==> src/rtl/stack_based_alu.sv <==
// stack_based_alu
// Signed n-bit stack machine. Operands are pushed onto and popped off an internal
// LIFO. ADD and MUL combine the top two entries without changing the stack.
// Every operation executes on the rising edge where its opcode is sampled.
//
// Ports:
//   CLK          clock; all state changes on the rising edge
//   RST_N        asynchronous active-low reset
//   input_data   operand for PUSH
//   opcode       000 NOP, 110 PUSH, 111 POP, 100 ADD, 101 MUL, others NOP
//   output_data  registered result of the last POP/ADD/MUL
//   overflow     registered signed-overflow flag of the last ADD/MUL
module stack_based_alu #(
    parameter int unsigned n     = 8,
    parameter int unsigned DEPTH = 32
) (
    input  logic         CLK,
    input  logic         RST_N,
    input  logic [n-1:0] input_data,
    input  logic [2:0]   opcode,
    output logic [n-1:0] output_data,
    output logic         overflow
);

    localparam int unsigned AW = (DEPTH > 1) ? $clog2(DEPTH) : 1;
    // One extra bit so that count can hold DEPTH itself.
    localparam int unsigned CW = $clog2(DEPTH + 1);

    localparam logic [2:0] OpNop  = 3'b000;
    localparam logic [2:0] OpAdd  = 3'b100;
    localparam logic [2:0] OpMul  = 3'b101;
    localparam logic [2:0] OpPush = 3'b110;
    localparam logic [2:0] OpPop  = 3'b111;

    logic [n-1:0]  stack_q [DEPTH];
    logic [CW-1:0] count_q, count_d;
    logic [n-1:0]  out_q, out_d;
    logic          ovf_q, ovf_d;

    logic          push_en;
    logic [AW-1:0] wr_idx, top_idx, sec_idx;
    logic [n-1:0]  top, second;
    logic          is_full, is_empty, has_two;

    logic [n-1:0]    sum;
    logic            add_ovf;
    logic [2*n-1:0]  a_ext, b_ext, prod;
    logic            mul_ovf;

    assign is_full  = (count_q == CW'(DEPTH));
    assign is_empty = (count_q == '0);
    assign has_two  = (count_q >= CW'(2));

    // Indices are only used when the corresponding entry exists.
    assign wr_idx  = AW'(count_q);
    assign top_idx = AW'(count_q - CW'(1));
    assign sec_idx = AW'(count_q - CW'(2));
    assign top     = stack_q[top_idx];
    assign second  = stack_q[sec_idx];

    assign sum     = second + top;
    // Same-sign operands whose sum flips sign have overflowed.
    assign add_ovf = (second[n-1] == top[n-1]) && (sum[n-1] != top[n-1]);

    assign a_ext   = {{n{second[n-1]}}, second};
    assign b_ext   = {{n{top[n-1]}}, top};
    assign prod    = a_ext * b_ext;
    // Product fits in n bits only if bits [2n-1:n-1] are all copies of the sign.
    assign mul_ovf = !((&prod[2*n-1:n-1]) || !(|prod[2*n-1:n-1]));

    always_comb begin
        count_d = count_q;
        out_d   = out_q;
        ovf_d   = ovf_q;
        push_en = 1'b0;
        case (opcode)
            OpPush: begin
                ovf_d = 1'b0;
                if (!is_full) begin
                    push_en = 1'b1;
                    count_d = count_q + CW'(1);
                end
            end
            OpPop: begin
                ovf_d = 1'b0;
                if (!is_empty) begin
                    out_d   = top;
                    count_d = count_q - CW'(1);
                end else begin
                    out_d = '0;
                end
            end
            OpAdd: begin
                out_d = has_two ? sum : '0;
                ovf_d = has_two && add_ovf;
            end
            OpMul: begin
                out_d = has_two ? prod[n-1:0] : '0;
                ovf_d = has_two && mul_ovf;
            end
            OpNop:   ;
            default: ;
        endcase
    end

    always_ff @(posedge CLK or negedge RST_N) begin
        if (!RST_N) begin
            count_q <= '0;
            out_q   <= '0;
            ovf_q   <= 1'b0;
        end else begin
            count_q <= count_d;
            out_q   <= out_d;
            ovf_q   <= ovf_d;
        end
    end

    // Stack storage needs no reset: entries above count are never read.
    always_ff @(posedge CLK) begin
        if (push_en) begin
            stack_q[wr_idx] <= input_data;
        end
    end

    assign output_data = out_q;
    assign overflow    = ovf_q;

endmodule

==> config.mk <==
export PLATFORM = sky130hd
export DESIGN_NAME = stack_based_alu
export DESIGN_NICKNAME = d
export VERILOG_FILES = /design/src/rtl/stack_based_alu.sv
export SDC_FILE = /design/constraint.sdc
export NUM_CORES = 1
export LEC_CHECK = 0
export ABC_AREA = 1
export CAP_MARGIN = 20
export CORE_ASPECT_RATIO = 1.5
export CORE_MARGIN = 10
export CORE_UTILIZATION = 55
export CTS_CLUSTER_DIAMETER = 50
export DETAILED_ROUTE_END_ITERATION = 10
export GPL_ROUTABILITY_DRIVEN = 0
export PLACE_DENSITY = 0.71
export SLEW_MARGIN = 20
export SYNTH_ARGS = -nofsm -noshare
export SYNTH_HDL_FRONTEND = slang
export SYNTH_SLANG_ARGS = --single-unit
==> constraint.sdc <==
create_clock -name CLK -period 8.01 [get_ports CLK]
set_input_delay 2.403 -clock CLK [delete_from_list [all_inputs] [get_ports CLK]]
set_output_delay 2.403 -clock CLK [all_outputs]
set_load 0.03 [all_outputs]
==> run metrics <==
area grow syn2layout 7.14%; CP Data Arrival Time 7580 ps; Area contributors post-synth edfxtp_1 (45%), nand2_1 (11%), fa_1 (6.7%); grt total ovfl 0; Final period util 89.2%; Post-Synthesis Net Count 2,063; most frequent cell after synthesis nand2_1; Vias/cell 6.09; Final TNS setup 0 ps; Design Area, Final 18,400 um^2; synthesized area per cell 8.79 um^2; Yosys top cell by area edfxtp_1; top_reg_cell synth edfxtp_1; largest net degree at the start of global routing 173; EDFF count, synth 256; TritonCTS clock tree done; Place WS 1130 ps; CP endpoint kind register; CTS clk-pin slew, worst paths 60 ps; initial antenna violation count 0; Buf/Inv on CP 7; row cnt 79; first-pass iteration count of the detailed router 6; Skew-Pair Late Insertion Delay 560 ps; status complete, no violations; share of layout cells above drive strength 1 5.84%; Fillers 2,702; Max-cap violations 0; final-stage net count 2,028; clock period minus worst slack 7150 ps; Routed Antenna Nets 0; Yosys cell types 45; post-CTS setup buffer count 0; kind of critical path register to register; CTS Buf Count 28; worst-margin pin slew 1010 ps; Post-Syn Instances 1,949; Clock Tree Root clkbuf_16; I/O Buffers 21; CTS Buffer Depth 3; WL/cell 20.9 um; 1st-iter DRT viols 1,572; Hold Violations, Final 0; Yosys top cell area share 44.8%; Seq/Total Area, Yosys 47.0%; synthesis-stage register bit count 271; Rel. slew slack 32.5%; synth warn 0; final core occ 59.4%; overall global routing resource usage 24.8%; CP most frequent cell nand2_1; Clock H-tree levels 1; mapped cell area 17,100 um^2; clk sinks 271; I/O pins 22; asr flop ratio synth 5.54%; Die Y 236 um; hold-fix buffers at CTS 0; vias in the first global route 13,800; Routed WL 48.9 mm; RSZ-0062 raised after global routing no; Initial Util 55.4%; vias 14,200; Max Slew Vio Count 0; # DRC 0; DP Area 17,500 um^2; Resize count post-CTS 0; crit-path max cell delay 700 ps; Slowest cell on crit path fa_1; most frequent cells after synthesis nand2_1 (481), edfxtp_1 (256), nand3_1 (212); first-pass GRT wire length 75.3 mm; # diodes 0; final worst setup slack 862 ps; setup violators final 0; fmax 0.140 GHz; CP top delay family adder cells; Die Wd 164 um; dpl hpwl 33.1 mm; die area 38,800 um^2; core area 30,900 um^2; CP Launch Type register; crit-path max FO 172; worst hold-check path type register to register; Worst Skew 19.3 ps; CP Data Required Time 8440 ps
==> worst reg2reg max path, delay by kind of cell, from the launching register on <==
kind / cells / cell delay, ps
AO/OA/AOI/OAI: 2 / 540
adder cells (fa/ha/maj): 5 / 2520
buffers and inverters: 7 / 1100
flip-flops: 1 / 480
AND/OR/NAND/NOR: 15 / 2380
==> layer usage <==
metal  part of all wire, %  GRT usage, %  up-vias
met4                   6.4          16.0        0
met3                   8.0          3.78      175
li1                      -             -     6552
met1                    37          29.0     6754
met5                     0             0        -
met2                    49          41.3      755
==> per-stage QoR <==
step	std cells	hold slack (ps)
after detailed placement	2289	473
after global routing	2339	532
after global placement	2289	465
after CTS	2339	490
final	2339	487
after floorplan	1949	468
==> cell type report <==
cell class	instances	area (um^2)	share of cell area, %
sequential	271	8070	43.9
multi-input combinational	1356	7630	41.5
inverter	215	820	4.46
clock buffer	32	737	4.01
tap	405	507	2.76
timing repair buffer	42	443	2.41
clock inverter	18	163	0.886
==> placed cells by master (no fill, tap or decap), types with 7 or more instances in the layout <==
cell / instances
nand2_1: 481
edfxtp_1: 256
nand3_1: 212
inv_1: 196
a21oi_1: 176
nor2_1: 135
o21ai_0: 96
fa_1: 57
ha_1: 43
o211ai_1: 34
clkbuf_16: 29
clkdlybuf4s50_1: 21
o21ai_1: 19
inv_2: 15
buf_4: 15
a31oi_1: 14
dfrtp_1: 13
o21ai_2: 11
a211oi_1: 9
xor2_1: 8
a22oi_1: 7
==> state kept, by name, indices dropped and copies added, names as in the netlist <==
name / cells
stack_q: 256
count_q: 6
overflow: 1
output_data: 8
==> final timing paths <==
| path | startpoint | endpoint | slack (ps) | cells past startpoint |
|---|---|---|---|---|
| max in group asynchronous | RST_N | count_q[0] | 4950 | 1 |
| hold / removal | output_data[6] | output_data[6] | 490 | 2 |
| min in group asynchronous | RST_N | output_data[5] | 2360 | 1 |
| hold reg to reg | output_data[6] | output_data[6] | 490 | 2 |
| setup reg to reg | count_q[0] | overflow | 860 | 29 |
| setup / recovery | count_q[0] | overflow | 860 | 29 |
==> logic make-up (layout without fill, tap and decap cells) <==
| group | Yosys count | after routing | synth area share, % |
|---|---|---|---|
| compound gates | 395 | 395 | 13.3 |
| simple gates | 848 | 848 | 20.5 |
| flops | 271 | 271 | 47.0 |
| buf+inv | 322 | 307 | 8.55 |
| xor+xnor | 12 | 12 | 0.767 |
| fa+ha+maj | 101 | 101 | 9.87 |
Power is not shown: default switching activity piles up to over one toggle a cycle in this logic, so the estimate is an artifact.
